File: config.mk
export PLATFORM = sky130hd
export DESIGN_NAME = conv_out_packer_flat
export DESIGN_NICKNAME = d
export VERILOG_FILES = /design/src/rtl/conv_out_packer_if.sv /design/src/rtl/conv_out_packer.sv /design/src/flat_wrapper.sv
export SDC_FILE = /design/constraint.sdc
export NUM_CORES = 1
export LEC_CHECK = 0
export ABC_AREA = 1
export CAP_MARGIN = 0
export CORE_ASPECT_RATIO = 1.1
export CORE_MARGIN = 5
export CORE_UTILIZATION = 35
export CTS_CLUSTER_SIZE = 40
export DETAILED_ROUTE_END_ITERATION = 6
export SYNTH_ARGS = -nofsm -noshare
export SYNTH_HDL_FRONTEND = slang
export SYNTH_SLANG_ARGS = --single-unit
File: constraint.sdc
create_clock -name clk -period 4.3 [get_ports clk]
set_clock_uncertainty 0.05 [all_clocks]
set_input_delay 0.86 -clock clk [delete_from_list [all_inputs] [get_ports clk]]
set_output_delay 0.86 -clock clk [all_outputs]
set_load 0.02 [all_outputs]
File: src/rtl/conv_out_packer_if.sv
// Signal bundle between the convolutional encoder, the output packer and its three byte FIFOs.
// master = encoder/FIFO side driving the packer, slave = the packer itself.
interface conv_out_packer_if;
  logic        blk_start;
  logic [7:0]  blk_meta;
  logic        enc_valid;
  logic [2:0]  dIn;
  logic [2:0]  fifo_full;
  logic [7:0]  out_d0;
  logic [7:0]  out_d1;
  logic [7:0]  out_d2;
  logic        wrreq_out;
  logic        blk_done;
  logic        busy;
  logic        len_err;
  logic        overflow;
  logic [12:0] bit_cnt;

  modport master (
    output blk_start, blk_meta, enc_valid, dIn, fifo_full,
    input  out_d0, out_d1, out_d2, wrreq_out, blk_done, busy, len_err, overflow, bit_cnt
  );

  modport slave (
    input  blk_start, blk_meta, enc_valid, dIn, fifo_full,
    output out_d0, out_d1, out_d2, wrreq_out, blk_done, busy, len_err, overflow, bit_cnt
  );
endinterface

File: src/rtl/conv_out_packer.sv
// Packs the three coded streams of the tail-biting encoder MSB-first into bytes and
// writes them in lockstep to three FIFOs, tracking block length and error conditions.
module conv_out_packer #(
  parameter int LEN_SMALL = 1056,
  parameter int LEN_LARGE = 6144
) (
  input  logic               clk,
  input  logic               reset,
  conv_out_packer_if.slave   bus
);

  localparam logic [12:0] L_SMALL = 13'(LEN_SMALL);
  localparam logic [12:0] L_LARGE = 13'(LEN_LARGE);

  typedef enum logic [1:0] {IDLE, PACK, LAST} state_t;

  state_t      state, state_nx;
  logic [12:0] exp_len;
  logic [12:0] bit_cnt;
  logic [7:0]  sr0, sr1, sr2;
  logic [7:0]  out_d0, out_d1, out_d2;
  logic        wrreq_q, done_q, len_err_q, abort_q, overflow_q;

  logic load, abort, accept, err_set, last_bit;
  logic byte_done, do_write, drop;

  // Only bit 0 of the meta byte carries information.
  logic unused_meta;
  assign unused_meta = ^bus.blk_meta[7:1];

  always_ff @(posedge clk) begin
    if (reset) state <= IDLE;
    else       state <= state_nx;
  end

  always_comb begin
    state_nx = state;
    load     = 1'b0;
    abort    = 1'b0;
    accept   = 1'b0;
    err_set  = 1'b0;
    last_bit = 1'b0;
    case (state)
      IDLE: begin
        if (bus.blk_start) begin
          load     = 1'b1;
          state_nx = PACK;
        end else if (bus.enc_valid) begin
          err_set = 1'b1;
        end
      end
      PACK: begin
        // A restart wins over any bit or byte completion arriving in the same cycle.
        if (bus.blk_start) begin
          load  = 1'b1;
          abort = 1'b1;
        end else if (bus.enc_valid) begin
          accept = 1'b1;
          if (bit_cnt == exp_len - 13'd1) begin
            last_bit = 1'b1;
            state_nx = LAST;
          end
        end
      end
      LAST: begin
        state_nx = IDLE;
        if (bus.enc_valid) err_set = 1'b1;
      end
      default: state_nx = IDLE;
    endcase
  end

  assign byte_done = accept && (bit_cnt[2:0] == 3'd7);
  assign do_write  = byte_done && (bus.fifo_full == 3'b000);
  assign drop      = byte_done && (bus.fifo_full != 3'b000);

  // An abort raises abort_q for one cycle while the restart clears the sticky flag,
  // so len_err shows a single-cycle pulse.
  always_ff @(posedge clk) begin
    if (reset) begin
      exp_len    <= '0;
      bit_cnt    <= '0;
      sr0        <= '0;
      sr1        <= '0;
      sr2        <= '0;
      out_d0     <= '0;
      out_d1     <= '0;
      out_d2     <= '0;
      wrreq_q    <= 1'b0;
      done_q     <= 1'b0;
      len_err_q  <= 1'b0;
      abort_q    <= 1'b0;
      overflow_q <= 1'b0;
    end else begin
      wrreq_q <= do_write;
      done_q  <= last_bit;
      abort_q <= abort;
      if (load) begin
        exp_len   <= bus.blk_meta[0] ? L_LARGE : L_SMALL;
        bit_cnt   <= '0;
        sr0       <= '0;
        sr1       <= '0;
        sr2       <= '0;
        len_err_q <= 1'b0;
      end else begin
        if (err_set) len_err_q <= 1'b1;
        if (accept) begin
          sr0     <= {sr0[6:0], bus.dIn[0]};
          sr1     <= {sr1[6:0], bus.dIn[1]};
          sr2     <= {sr2[6:0], bus.dIn[2]};
          bit_cnt <= bit_cnt + 13'd1;
        end
      end
      if (do_write) begin
        out_d0 <= {sr0[6:0], bus.dIn[0]};
        out_d1 <= {sr1[6:0], bus.dIn[1]};
        out_d2 <= {sr2[6:0], bus.dIn[2]};
      end
      if (drop) overflow_q <= 1'b1;
    end
  end

  assign bus.out_d0    = out_d0;
  assign bus.out_d1    = out_d1;
  assign bus.out_d2    = out_d2;
  assign bus.wrreq_out = wrreq_q;
  assign bus.blk_done  = done_q;
  assign bus.busy      = (state != IDLE);
  assign bus.len_err   = len_err_q | abort_q;
  assign bus.overflow  = overflow_q;
  assign bus.bit_cnt   = bit_cnt;

endmodule

File: src/flat_wrapper.sv
// flat-port wrapper written by rule: the top's interface ports become plain ports
module conv_out_packer_flat 
#(
  parameter int LEN_SMALL = 1056,
  parameter int LEN_LARGE = 6144
)
  (clk, reset, bus_blk_start, bus_blk_meta, bus_enc_valid, bus_dIn, bus_fifo_full, bus_out_d0, bus_out_d1, bus_out_d2, bus_wrreq_out, bus_blk_done, bus_busy, bus_len_err, bus_overflow, bus_bit_cnt);
  conv_out_packer_if bus_i ();
  input  logic clk;
  input  logic reset;
  input wire logic [$bits(bus_i.blk_start)-1:0] bus_blk_start;
  input wire logic [$bits(bus_i.blk_meta)-1:0] bus_blk_meta;
  input wire logic [$bits(bus_i.enc_valid)-1:0] bus_enc_valid;
  input wire logic [$bits(bus_i.dIn)-1:0] bus_dIn;
  input wire logic [$bits(bus_i.fifo_full)-1:0] bus_fifo_full;
  output wire logic [$bits(bus_i.out_d0)-1:0] bus_out_d0;
  output wire logic [$bits(bus_i.out_d1)-1:0] bus_out_d1;
  output wire logic [$bits(bus_i.out_d2)-1:0] bus_out_d2;
  output wire logic [$bits(bus_i.wrreq_out)-1:0] bus_wrreq_out;
  output wire logic [$bits(bus_i.blk_done)-1:0] bus_blk_done;
  output wire logic [$bits(bus_i.busy)-1:0] bus_busy;
  output wire logic [$bits(bus_i.len_err)-1:0] bus_len_err;
  output wire logic [$bits(bus_i.overflow)-1:0] bus_overflow;
  output wire logic [$bits(bus_i.bit_cnt)-1:0] bus_bit_cnt;
  assign bus_i.blk_start = bus_blk_start;
  assign bus_i.blk_meta = bus_blk_meta;
  assign bus_i.enc_valid = bus_enc_valid;
  assign bus_i.dIn = bus_dIn;
  assign bus_i.fifo_full = bus_fifo_full;
  assign bus_out_d0 = bus_i.out_d0;
  assign bus_out_d1 = bus_i.out_d1;
  assign bus_out_d2 = bus_i.out_d2;
  assign bus_wrreq_out = bus_i.wrreq_out;
  assign bus_blk_done = bus_i.blk_done;
  assign bus_busy = bus_i.busy;
  assign bus_len_err = bus_i.len_err;
  assign bus_overflow = bus_i.overflow;
  assign bus_bit_cnt = bus_i.bit_cnt;
  conv_out_packer #(.LEN_SMALL(LEN_SMALL), .LEN_LARGE(LEN_LARGE)) u_core (.clk(clk), .reset(reset), .bus(bus_i));
endmodule
[Yosys cells after proc, flatten, opt, wreduce, memory -nomap -nowiden]
Cells that the tools add are included.
Widths: inputs -> output; s select.
Storage, ports and cells
  register bits after elaboration: 78
  logic and storage cells: 52
  output and inout bits: 42
  input bits: 18
Cells by class
  add/subtract/negate cells: 2
  multiplexer cells: 13
  bitwise operators: 3
  reductions and logical operators: 12
  eq/ne operators: 8
Operators by type and width (count)
  $add 13x1->13 const B: 1
  $eq 13x13->1: 1
  $mux 13: 1
  $sub 13x1->13 const B: 1
  $mux 2: 4
  $mux 1: 6
  $ne 2x2->1 const B: 3
  $reduce_or 2->1: 3
  $pmux 2 s2: 1
  $reduce_and 4->1: 1
  $reduce_or 4->1: 1
  $eq 3x3->1 const B: 1
  $logic_and 1x1->1: 3
  $logic_not 3->1: 1
  $reduce_bool 3->1: 1
  $eq 2x1->1 const B: 1
  $eq 2x2->1 const B: 1
  $logic_not 2->1: 1
  $ne 2x1->1 const B: 1
  $not 1->1: 2
  $pmux 1 s2: 1
  $reduce_bool 2->1: 1
  $or 1x1->1: 1

[Depth between registers and ports, before layout]
  depth after elaboration: 6
  depth in mapped cells: 9
  mapped depth without buffers: 8

[Worst setup path after synthesis]
Ideal clock, no wire load.
  kind: input -> register
  start: input bus_blk_start
  end: register u_core.out_d1[6] (netlist: u_core.bus.out_d1[6])
  buffers on the path: 1
  setup time: 0.113 ns
  required time: 4.137 ns
  arrival time: 1.688 ns
  stages on the path: 9
  path slack: 2.449 ns
  cells stage by stage: inv_1 -> nand2_2 -> nor2_8 -> nand2_2 -> nor2_8 -> inv_4 -> buf_6 -> nor2_1 -> nor2_1
Between the ends
  longest elaborated chain between the ends: 4
Ends and longest elaborated chain
  start: declaration: RTL line flat_wrapper.sv:11  | input wire logic [$bits(bus_i.blk_start)-1:0] bus_blk_start;
  $mux 1: RTL line conv_out_packer.sv:54  | if (bus.blk_start) begin
  $mux 1: RTL line conv_out_packer.sv:43  | case (state)
  $logic_and 1x1->1: RTL line conv_out_packer.sv:73  | assign byte_done = accept && (bit_cnt[2:0] == 3'd7);
  $logic_and 1x1->1: RTL line conv_out_packer.sv:74  | assign do_write = byte_done && (bus.fifo_full == 3'b000);
  end signal: assignment: RTL line conv_out_packer.sv:116  | out_d1 <= {sr1[6:0], bus.dIn[1]};
  end: declaration: RTL line conv_out_packer.sv:21  | logic [7:0] out_d0, out_d1, out_d2;
Every way passes these cells.
A chain may end at the register's enable or synchronous reset.

[Worst setup path after layout]
  start: input bus_blk_start
  end: register u_core.out_d1[3] (netlist: u_core.bus.out_d1[3])
Same word-level chain as after synthesis.

==> impl_metrics.tcl <==
set metrics [dict create \
    critPathMaxFanout 34 \
    synth_top_area_cell "dfxtp_1" \
    n_antenna_cell 0 \
    peakVddDrop_mv 0.1908 \
    numCtsBuffers 9 \
    slew_viol_final 0 \
    max_freq_mhz 373.8 \
    synthDistinctLibCells 28 \
    fin_cells 484 \
    final_hold_viol_count 0 \
    grt_util_met2_pct 22.33 \
    grt-busiest-layer "met2" \
    crit_slowest_cell "clkdlybuf4s50_1" \
    wl_per_cell_um 12.66 \
    viasPerCell 4.781 \
    gp_congestion 0.8171 \
    h-tree-depth 3 \
    avgSynthCellArea_sq_um 7.793 \
    drc 0 \
    met1_usage_pct 16.31 \
    finalCritPeriodShare_pct 62.21 \
    syn_inst 342 \
    clock-sinks 67 \
    p_per_area_nw_per_um2 362.9 \
    tritoncts "built" \
    dp_hpwl_um 4208 \
    path_cells "clkdlybuf4s50_1, inv_1, nand2_2, nor2_8, nand2_2, nor2_8, inv_4, nor2_1, nor2_1" \
    hold_class "flop to flop" \
    cp-end-kind "flop" \
    gr-total-overflow 0 \
    path_clk_slew_ps 70 \
    netlist_area_sq_um 2665 \
    cts_setup_buffers 0 \
    post_cts_resized 0 \
    setup_viol 0 \
    cap_violations 0 \
    worst_slew_pin_slew_ps 804.4 \
    root_buffer "clkbuf_8" \
    synthTopCellsByArea "dfxtp_1 50%, nor2_1 12%, o21ai_0 6.8%" \
    detailedPlace.worstSlack_ps 1228 \
    fin_crit_ps 2675 \
    die-area_sq_um 9462 \
    dpl_cell_area_sq_um 3214 \
    rsz0062_at_grt "no" \
    relSlewSlack_pct 46.31 \
    layout_common_cells "86 x nor2_1, 67 x dfxtp_1, 52 x clkdlybuf4s50_1, 36 x o21ai_0, 30 x nand2_1" \
    wirelength_um 6128 \
    fill_cells 750 \
    synthToLayoutAreaGrowth_pct 28.64 \
    synth_warnings 0 \
    yosysTopAreaCellShare_pct 50.33 \
    cts_buffer_depth 2 \
    tns_ps 0 \
    ys_seq_elements 67 \
    grt_pass1_wl_um 10200 \
    multi_input_area_sq_um 1129 \
    drtIter0Drc 101 \
    fin_total_pwr_mw 1.244 \
    seq_area_sq_um 1341 \
    finalNetCount 413 \
    ys_seq_area_share_pct 50.33 \
    grt_max_degree 35 \
    dr.pass1.iters 4 \
    r2r_slack_ps 2300 \
    dp_cells 468 \
    die_height_um 101.5 \
    path_delay_family "simple AND/OR/NAND/NOR gates" \
    arrival_ps 2860 \
    crit_buf_inv 3 \
    worst-setup-path-type "input port to flop" \
    start_kind "input port" \
    drive_gt1_share_pct 10.58 \
    holdBufCountCts 0 \
    layout_commonest_cell "nor2_1" \
    grt_usage_pct 13.54 \
    core_sq_um 7432 \
    worstPathRequired_ps 4480 \
    start_util_pct 35.86 \
    top_level_ports 60 \
    postRouteAntennaNets 0 \
    rows 33 \
    fp.dieW_um 93.20 \
    worstSkewPairLatency_ps 330 \
    leakage_nw 1.366 \
    final_cell_area_sq_um 3428 \
    vias 2314 \
    grtUsageMet3_pct 3.640 \
    syn-num-nets 363 \
    antenna_found_initial 0 \
    cpPeakStageDelay_ps 430 \
    setup_ws_ps 1625 \
    io_buffers 52 \
    outcome "finished, final reports clean" \
    grt_pass1_vias 2172 \
]
==> cells by family after synthesis <==
group / Yosys count / share of synthesized area (%)
AO/OA/AOI/OAI: 73 / 13.85
AND/OR/NAND/NOR: 155 / 26.43
XOR/XNOR: 2 / 0.6574
flip-flops: 67 / 50.33
adder cells (fa/ha/maj): 3 / 1.409
buffers and inverters: 42 / 7.323
==> sequential cells by signal, indices dropped and copies added, names as in the netlist <==
signal and flops:
u_core.bus.overflow 1, u_core.sr1 7, u_core.bus.out_d2 8, u_core.state 2, u_core.bus.bit_cnt 13, u_core.bus.wrreq_out 1, u_core.abort_q 1, u_core.bus.out_d0 8
u_core.sr2 7, u_core.sr0 7, u_core.len_err_q 1, u_core.exp_len 2, u_core.bus.out_d1 8, u_core.bus.blk_done 1
==> power by group <==
part           internal [mW]  switching (mW)  total, mW
Combinational         0.0260          0.0401     0.0661
Sequential             0.628         0.00520      0.633
Clock                  0.316           0.230      0.545
==> worst reg2reg max path, delay by kind of cell (launching register included) <==
kind / cells / cell delay, ps
buffers and inverters: 2 / 320
flip-flops: 1 / 330
AND/OR/NAND/NOR: 6 / 1210
==> path summary, 6_finish.rpt <==
kind / start / to / cells after the start
worst max-delay path: bus_blk_start / u_core.bus.out_d1[3] / 9
worst min-delay path: u_core.exp_len[11] / u_core.exp_len[11] / 2
worst max register to register: u_core.state[1] / u_core.bus.out_d1[3] / 8
worst min register to register: u_core.exp_len[11] / u_core.exp_len[11] / 2
==> synth_stat cells (all sizes together) <==
cell type and n:
nor2 105, xnor2 1, a211oi 1, ha 3, a21oi 17, nand3 6
buf 7, inv 28, nand4 5, dfxtp 67, a31oi 1, clkbuf 7
nor3 4, and3 1, or2 1, xor2 1, nand2 33, o21ai 54
==> area by class of cell <==
cell class,count,share of cell area [%]
Sequential cell,67,39.12
Multi-Input combinational cell,233,32.92
Timing Repair Buffer,53,15.40
Clock buffer,13,4.927
Tap cell,87,3.175
Inverter,28,3.139
Clock inverter,3,1.314
==> routing by layer <==
metal,vias up,wire length [um],share of wire [%]
met4,0,131,2.1
li1,1198,-,-
met1,1057,2814,46
met5,-,0,0
met2,48,2866,47
met3,11,315,5.1
==> through the flow <==
stage / util [%] / hold slack (ps)
floorplan: - / 391.0
global placement: 43.25 / 416.6
detailed placement: 43.25 / 421.4
CTS: 46.13 / 432.8
global route: 46.13 / 460.3
finish: 46.13 / 426.2
Power figures use the tool's default switching activity.
